<file path="src/rtl/score_keeper_pkg.sv">
`default_nettype none
// ============================================================================
//  Module   : score_pkg
//  Brief    : Shared constants, widths and lane-state encoding for the
//             score_keeper block and its lane_judge sub-module.
//  Revision : 1.0 - initial release
// ============================================================================
package score_pkg;

   localparam int NUM_LANES = 5;
   localparam int SCORE_MAX = 99999;
   localparam int SCORE_W   = 17;
   localparam int COMBO_W   = 8;

   // Per-lane judging state; 2-bit encoding with explicit values
   typedef enum logic [1:0] {
      EMPTY = 2'd0,
      LIVE  = 2'd1,
      SPENT = 2'd2
   } lane_state_t;

endpackage
`default_nettype wire

</file>
<file path="src/rtl/score_keeper_lane_judge.sv">
`default_nettype none
// ============================================================================
//  Module   : lane_judge
//  Brief    : One lane of the note judge: button press detection, the
//             EMPTY/LIVE/SPENT judging FSM, registered hit/miss/ghost pulses
//             and the per-lane hit-flash frame counter.
//  Revision : 1.0 - initial release
// ============================================================================
module lane_judge
   import score_pkg::*;
#(
   parameter int FLASH_FRAMES = 6
) (
   input  logic clk,
   input  logic reset,
   input  logic frame_tick,
   input  logic btn,
   input  logic note_in_zone,
   output logic hit,
   output logic miss,
   output logic ghost,
   output logic flash
);

   localparam int CNT_W = (FLASH_FRAMES < 1) ? 1 : $clog2(FLASH_FRAMES + 1);

   logic             r_btn_q;
   logic             w_press;
   lane_state_t      r_state;
   lane_state_t      w_next_state;
   logic             w_hit;
   logic             w_miss;
   logic             w_ghost;
   logic             r_hit;
   logic             r_miss;
   logic             r_ghost;
   logic [CNT_W-1:0] r_flash_cnt;

   // Previous button level; reset to 1 so a button held through reset is not a press
   always_ff @(posedge clk) begin
      if (reset) r_btn_q <= 1'b1;
      else       r_btn_q <= btn;
   end

   assign w_press = btn & ~r_btn_q;

   // FSM state register
   always_ff @(posedge clk) begin
      if (reset) r_state <= EMPTY;
      else       r_state <= w_next_state;
   end

   // FSM next state: a press while judgeable always wins over the zone falling
   always_comb begin
      w_next_state = r_state;
      case (r_state)
         EMPTY: begin
            if (note_in_zone) w_next_state = w_press ? SPENT : LIVE;
         end
         LIVE: begin
            if (w_press)            w_next_state = SPENT;
            else if (!note_in_zone) w_next_state = EMPTY;
         end
         SPENT: begin
            if (!note_in_zone) w_next_state = EMPTY;
         end
         default: w_next_state = EMPTY;
      endcase
   end

   // FSM outputs: judgement events for the current cycle
   always_comb begin
      w_hit   = 1'b0;
      w_miss  = 1'b0;
      w_ghost = 1'b0;
      case (r_state)
         EMPTY: begin
            w_hit   = note_in_zone & w_press;
            w_ghost = ~note_in_zone & w_press;
         end
         LIVE: begin
            w_hit  = w_press;
            w_miss = ~w_press & ~note_in_zone;
         end
         default: ;
      endcase
   end

   // One-cycle judgement pulses, presented the cycle after the event
   always_ff @(posedge clk) begin
      if (reset) begin
         r_hit   <= 1'b0;
         r_miss  <= 1'b0;
         r_ghost <= 1'b0;
      end else begin
         r_hit   <= w_hit;
         r_miss  <= w_miss;
         r_ghost <= w_ghost;
      end
   end

   // Flash counter: a hit reloads it (beating a coincident frame decrement)
   always_ff @(posedge clk) begin
      if (reset)
         r_flash_cnt <= '0;
      else if (r_hit)
         r_flash_cnt <= CNT_W'(FLASH_FRAMES);
      else if (frame_tick && (r_flash_cnt != '0))
         r_flash_cnt <= r_flash_cnt - 1'b1;
   end

   assign hit   = r_hit;
   assign miss  = r_miss;
   assign ghost = r_ghost;
   assign flash = (r_flash_cnt != '0);

endmodule
`default_nettype wire

</file>
<file path="src/rtl/score_keeper.sv">
`default_nettype none
// ============================================================================
//  Module   : score_keeper
//  Brief    : Judges button presses against notes in the hit zone on every
//             lane, accumulates a saturating 0..99999 score, a combo count
//             and a derived score multiplier, and drives hit-flash flags.
//  Options  : GHOST_PENALTY_EN - when defined, a ghost press (button press
//             with no note in the zone) clears the combo like a miss.
//  Revision : 1.0 - initial release
// ============================================================================
module score_keeper
   import score_pkg::*;
#(
   parameter int NUM_LANES      = 5,
   parameter int POINTS_PER_HIT = 10,
   parameter int COMBO_STEP     = 10,
   parameter int MULT_MAX       = 4,
   parameter int FLASH_FRAMES   = 6
) (
   input  logic                 clk,
   input  logic                 reset,
   input  logic                 frame_tick,
   input  logic [NUM_LANES-1:0] btn,
   input  logic [NUM_LANES-1:0] note_in_zone,
   output logic [SCORE_W-1:0]   score,
   output logic [COMBO_W-1:0]   combo,
   output logic [2:0]           multiplier,
   output logic [NUM_LANES-1:0] hit_flash
);

   localparam int N_W   = $clog2(NUM_LANES + 1);
   localparam int ADD_W = 18;

   logic [NUM_LANES-1:0] w_hit;
   logic [NUM_LANES-1:0] w_miss;
   logic [NUM_LANES-1:0] w_ghost;
   logic [NUM_LANES-1:0] w_flash;
   logic [N_W-1:0]       w_n;
   logic [COMBO_W-1:0]   w_steps;
   logic [ADD_W-1:0]     w_add;
   logic [ADD_W-1:0]     w_sum;
   logic [SCORE_W-1:0]   w_score_next;
   logic [COMBO_W:0]     w_combo_sum;
   logic [COMBO_W-1:0]   w_combo_next;
   logic                 w_clear;
   logic [SCORE_W-1:0]   r_score;
   logic [COMBO_W-1:0]   r_combo;

   for (genvar i = 0; i < NUM_LANES; i++) begin : g_lane
      lane_judge #(
         .FLASH_FRAMES (FLASH_FRAMES)
      ) u_lane_judge (
         .clk          (clk),
         .reset        (reset),
         .frame_tick   (frame_tick),
         .btn          (btn[i]),
         .note_in_zone (note_in_zone[i]),
         .hit          (w_hit[i]),
         .miss         (w_miss[i]),
         .ghost        (w_ghost[i]),
         .flash        (w_flash[i])
      );
   end

   // Number of lanes hit this cycle
   always_comb begin
      w_n = '0;
      for (int i = 0; i < NUM_LANES; i++)
         w_n = w_n + N_W'(w_hit[i]);
   end

   // Multiplier follows the combo register directly, so hits score at the pre-update value
   always_comb begin
      w_steps = r_combo / COMBO_W'(COMBO_STEP);
      if (w_steps >= COMBO_W'(MULT_MAX - 1))
         multiplier = 3'(MULT_MAX);
      else
         multiplier = 3'(w_steps) + 3'd1;
   end

`ifdef GHOST_PENALTY_EN
   // Combo break condition: any miss or any ghost press
   always_comb begin
      w_clear = (|w_miss) | (|w_ghost);
   end
`else
   logic w_ghost_unused;
   assign w_ghost_unused = |w_ghost;

   // Combo break condition: any miss; ghost presses carry no penalty
   always_comb begin
      w_clear = |w_miss;
   end
`endif

   // Next score and combo, both saturating; misses zero the combo but hits still score
   always_comb begin
      w_add       = ADD_W'(POINTS_PER_HIT) * ADD_W'(multiplier) * ADD_W'(w_n);
      w_sum       = ADD_W'(r_score) + w_add;
      w_combo_sum = {1'b0, r_combo} + (COMBO_W + 1)'(w_n);
      if (w_sum > ADD_W'(SCORE_MAX))
         w_score_next = SCORE_W'(SCORE_MAX);
      else
         w_score_next = w_sum[SCORE_W-1:0];
      if (w_clear)
         w_combo_next = '0;
      else if (w_combo_sum[COMBO_W])
         w_combo_next = {COMBO_W{1'b1}};
      else
         w_combo_next = w_combo_sum[COMBO_W-1:0];
   end

   // Score and combo registers
   always_ff @(posedge clk) begin
      if (reset) begin
         r_score <= '0;
         r_combo <= '0;
      end else begin
         r_score <= w_score_next;
         r_combo <= w_combo_next;
      end
   end

   assign score     = r_score;
   assign combo     = r_combo;
   assign hit_flash = w_flash;

endmodule
`default_nettype wire
</file>
<file path="config.mk">
export PLATFORM = sky130hd
export DESIGN_NAME = score_keeper
export DESIGN_NICKNAME = d
export VERILOG_FILES = /design/src/rtl/score_keeper_pkg.sv /design/src/rtl/score_keeper_lane_judge.sv /design/src/rtl/score_keeper.sv
export SDC_FILE = /design/constraint.sdc
export NUM_CORES = 1
export LEC_CHECK = 0
export CAP_MARGIN = 30
export CORE_MARGIN = 2
export CORE_UTILIZATION = 37
export DETAILED_ROUTE_END_ITERATION = 8
export PLACE_DENSITY_LB_ADDON = 0.1
export SETUP_SLACK_MARGIN = 0.15
export SYNTH_ARGS = -nofsm -noshare
export SYNTH_HDL_FRONTEND = slang
export SYNTH_SLANG_ARGS = --single-unit
</file>
<file path="constraint.sdc">
create_clock -name clk -period 10.69 [get_ports clk]
set_input_delay 1.069 -clock clk [delete_from_list [all_inputs] [get_ports clk]]
set_output_delay 1.069 -clock clk [all_outputs]
set_load 0.01 [all_outputs]
</file>
==> reports/results.md <==
Cells and area
* 0.0618 — fraction of layout cells with a size suffix above 1
* 18.6% — area added between synthesis and finish
* 602 — Final Net Count
* 0 — number of antenna cells inserted

Yosys
* 8.48 um^2 — mean instance size in the synthesized netlist
* 65 — flops & latches, synth
* dfxtp_1, ha_1, fa_1, a21oi_1, nor2_1 — top cells by area in the synthesized netlist
* 512 — number of standard cells after synthesis
* 0 — Yosys warning count
* 4340 um^2 — cell area after synthesis
* dfxtp_1, nor2_1, inv_1, a21oi_1, ha_1 — Commonest cells post-synth
* 62 — Distinct cells, synth
* dfxtp_1 — flip-flop cell with the highest count after synthesis
* 0 — number of flops mapped to enable cells by yosys
* 0.300 — proportion of netlist area held by the largest area contributor
* dfxtp_1 — most repeated cell in the gate-level netlist after synthesis
* 0.300 — portion of the post-synthesis area used by sequential elements
* 569 — Synthesized Nets
* dfxtp_1 — cell taking the most area after synthesis
* 0 — post-synthesis async set-or-reset flop share

Job
* 0 — number of maximum-capacitance constraint violations

Timing
* 7680 ps — minimum clock period after layout
* 0.719 — period utilization
* false — RSZ-0062 raised after global routing
* 0 ps — setup TNS
* 930 ps — slew at the pin closest to its max-slew limit
* 0 — Finish-stage setup viols
* 8.37 ps — Max Clock Skew
* 0.380 — worst slew margin relative to its limit
* 0 — final number of max-transition violations
* 432 ps — hold slack
* 130 MHz — maximum operating frequency
* 0 — final hold violations
* 3010 ps — Final WS setup

Clock tree
* 0 — post-CTS sizing
* 9 — clock buffers created by TritonCTS
* 3 — CTS H-tree depth
* clkbuf_16 — cell chosen for the clock root
* 0 — Post-CTS Hold Fix Bufs
* 0 — # Post-CTS Setup Buffers
* 2 — number of buffers between clock root and the deepest sink
* 65 — CTS sink cnt
* built — TritonCTS clock tree
* 60 ps — clock-pin slew on the worst setup and hold paths
* 330 ps — clock latency on the worst-skew pair

Placed design
* 3110 ps — post-placement worst setup slack
* 45 — # port buffers
* 0.874 — RD Place Congestion
* 7280 um — hpwl dp

Routing
* 0 — Detail Route Antenna Nets
* 397 um — total length of routed met3 wires
* met4 — highest routing layer actually used
* 4 — Detailed Routing Iterations Pass 1
* 4380 um — WL met2
* 9820 um — aggregate routed wire length
* 5.26 — routed via count divided by cell count
* 3646 — DR vias
* 14.2 um — wire length per cell
* 211 — Detailed Route Iter0 Violations
* 0 — # DRC
* 4890 um — routed length on met1

Worst setup path
* 7890 ps — worst endpoint data arrival time
* dfxtp_1 — Critical-path top delay cell
* register — Crit. End Element
* 710 ps — max incr delay on CP
* register — Worst Setup Start Kind
* reg2reg — classification of the worst setup path
* ha_1 — dominant cell type by count on the critical path
* 10900 ps — data required time at the worst endpoint
* 19 — crit-path max FO

Floorplan
* 39 — Site Rows
* 12600 um^2 — die area
* 11400 um^2 — core area
* 112 um — horizontal extent of the die
* 0.380 — initial cell density of the core
* 112 um — Die Span Y
* 46 — boundary pin count

Worst hold path
* reg2reg — type of the most critical hold path

GRT
* 52 — maximum number of pins on one net before global-route repair
* 16500 um — wire length of the first global-routing pass
* 3438 — vias in the first global route
* 0 — initial antenna violation count
* 0.161 — All-Layer GR Usage
* 0 — global-route congestion overflow total

Outcome
* finished, final reports clean — result of the run

Power
* 0.766 mW — Total Power Consumption
* 2.10 nW — standby leakage power
* 149 nW/um^2 — Cell Pwr Density
* 0.123 mV — Max VDD drop

## worst max-delay path: cells and delay by family, from the launching register on
kind	cells	cell delay, ps
AND/OR/NAND/NOR	9	1850
AO/OA/AOI/OAI	11	2690
flip-flops	1	710
adder cells (fa/ha/maj)	7	2050
buffers and inverters	2	270
## area by class of cell
| type | instances | area, um^2 |
|---|---|---|
| fillers | 1162 | 6270 |
| multi-input cells | 386 | 2790 |
| flip-flops and latches | 65 | 1300 |
| repair buffers | 46 | 453 |
| clock buffers | 15 | 288 |
| well taps | 143 | 179 |
| inverters | 37 | 139 |
| clock inverters | 1 | 7.51 |
## final timing paths
kind                                    from                                    end  slack, ps  depth (start not counted)
setup reg to reg                    combo[4]                               score[8]       3010                         29
setup / recovery                    combo[4]                               score[8]       3010                         29
hold reg to reg   g_lane[2].u_lane_judge.hit  g_lane[2].u_lane_judge.r_flash_cnt[0]        430                          1
hold / removal    g_lane[2].u_lane_judge.hit  g_lane[2].u_lane_judge.r_flash_cnt[0]        430                          1
## where the power goes
group,leakage (nW),switching [mW],total [mW],internal [mW]
sequential,0.530,0.0146,0.285,0.270
combinational,1.43,0.0997,0.198,0.0978
clock,0.142,0.101,0.283,0.182
## per-layer routing
layer | vias to the layer above | track usage
li1 | 1888 | -
met1 | 1684 | 0.219
met2 | 64 | 0.255
met3 | 10 | 0.0340
met4 | 0 | 0.0545
met5 | - | 0
## cell usage in the layout (no fill, tap or decap), drive strengths merged, types with 3 or more instances in the layout
master,count
a2111oi,8
a211oi,11
a21o,7
a21oi,36
a221oi,5
a31oi,4
and2,9
and3,14
and4b,5
clkbuf,15
clkdlybuf4s50,44
dfxtp,65
fa,9
ha,35
inv,37
maj3,3
nand2,30
nand2b,18
nand3,9
nand4,3
nor2,42
nor2b,14
nor3,23
nor3b,4
nor4,9
o211ai,3
o21a,5
o21ai,16
o22ai,8
or2,6
or3,4
xnor2,18
xor2,5
## kinds of logic after synthesis
group / share of synthesized area
buf+inv: 0.0593
fa+ha+maj: 0.149
compound gates: 0.197
mux: 0.00461
xor+xnor: 0.0464
flops: 0.300
simple gates: 0.244
## registers in the layout (all words and copies together) (netlist names)
register,cells
score,17
g_lane.u_lane_judge.r_flash_cnt,15
g_lane.u_lane_judge.r_state,10
combo,8
g_lane.u_lane_judge.hit,5
g_lane.u_lane_judge.miss,5
g_lane.u_lane_judge.r_btn_q,5
## per-stage QoR
step	cell area, um^2	instances	util
2_1_floorplan	4340	512	-
3_3_place_gp	4850	676	0.425
3_5_place_dp	4860	677	0.425
4_1_cts	5150	693	0.451
5_1_grt	5150	693	0.451
6_report	5150	693	0.451
(Power assumes the default switching activity.)
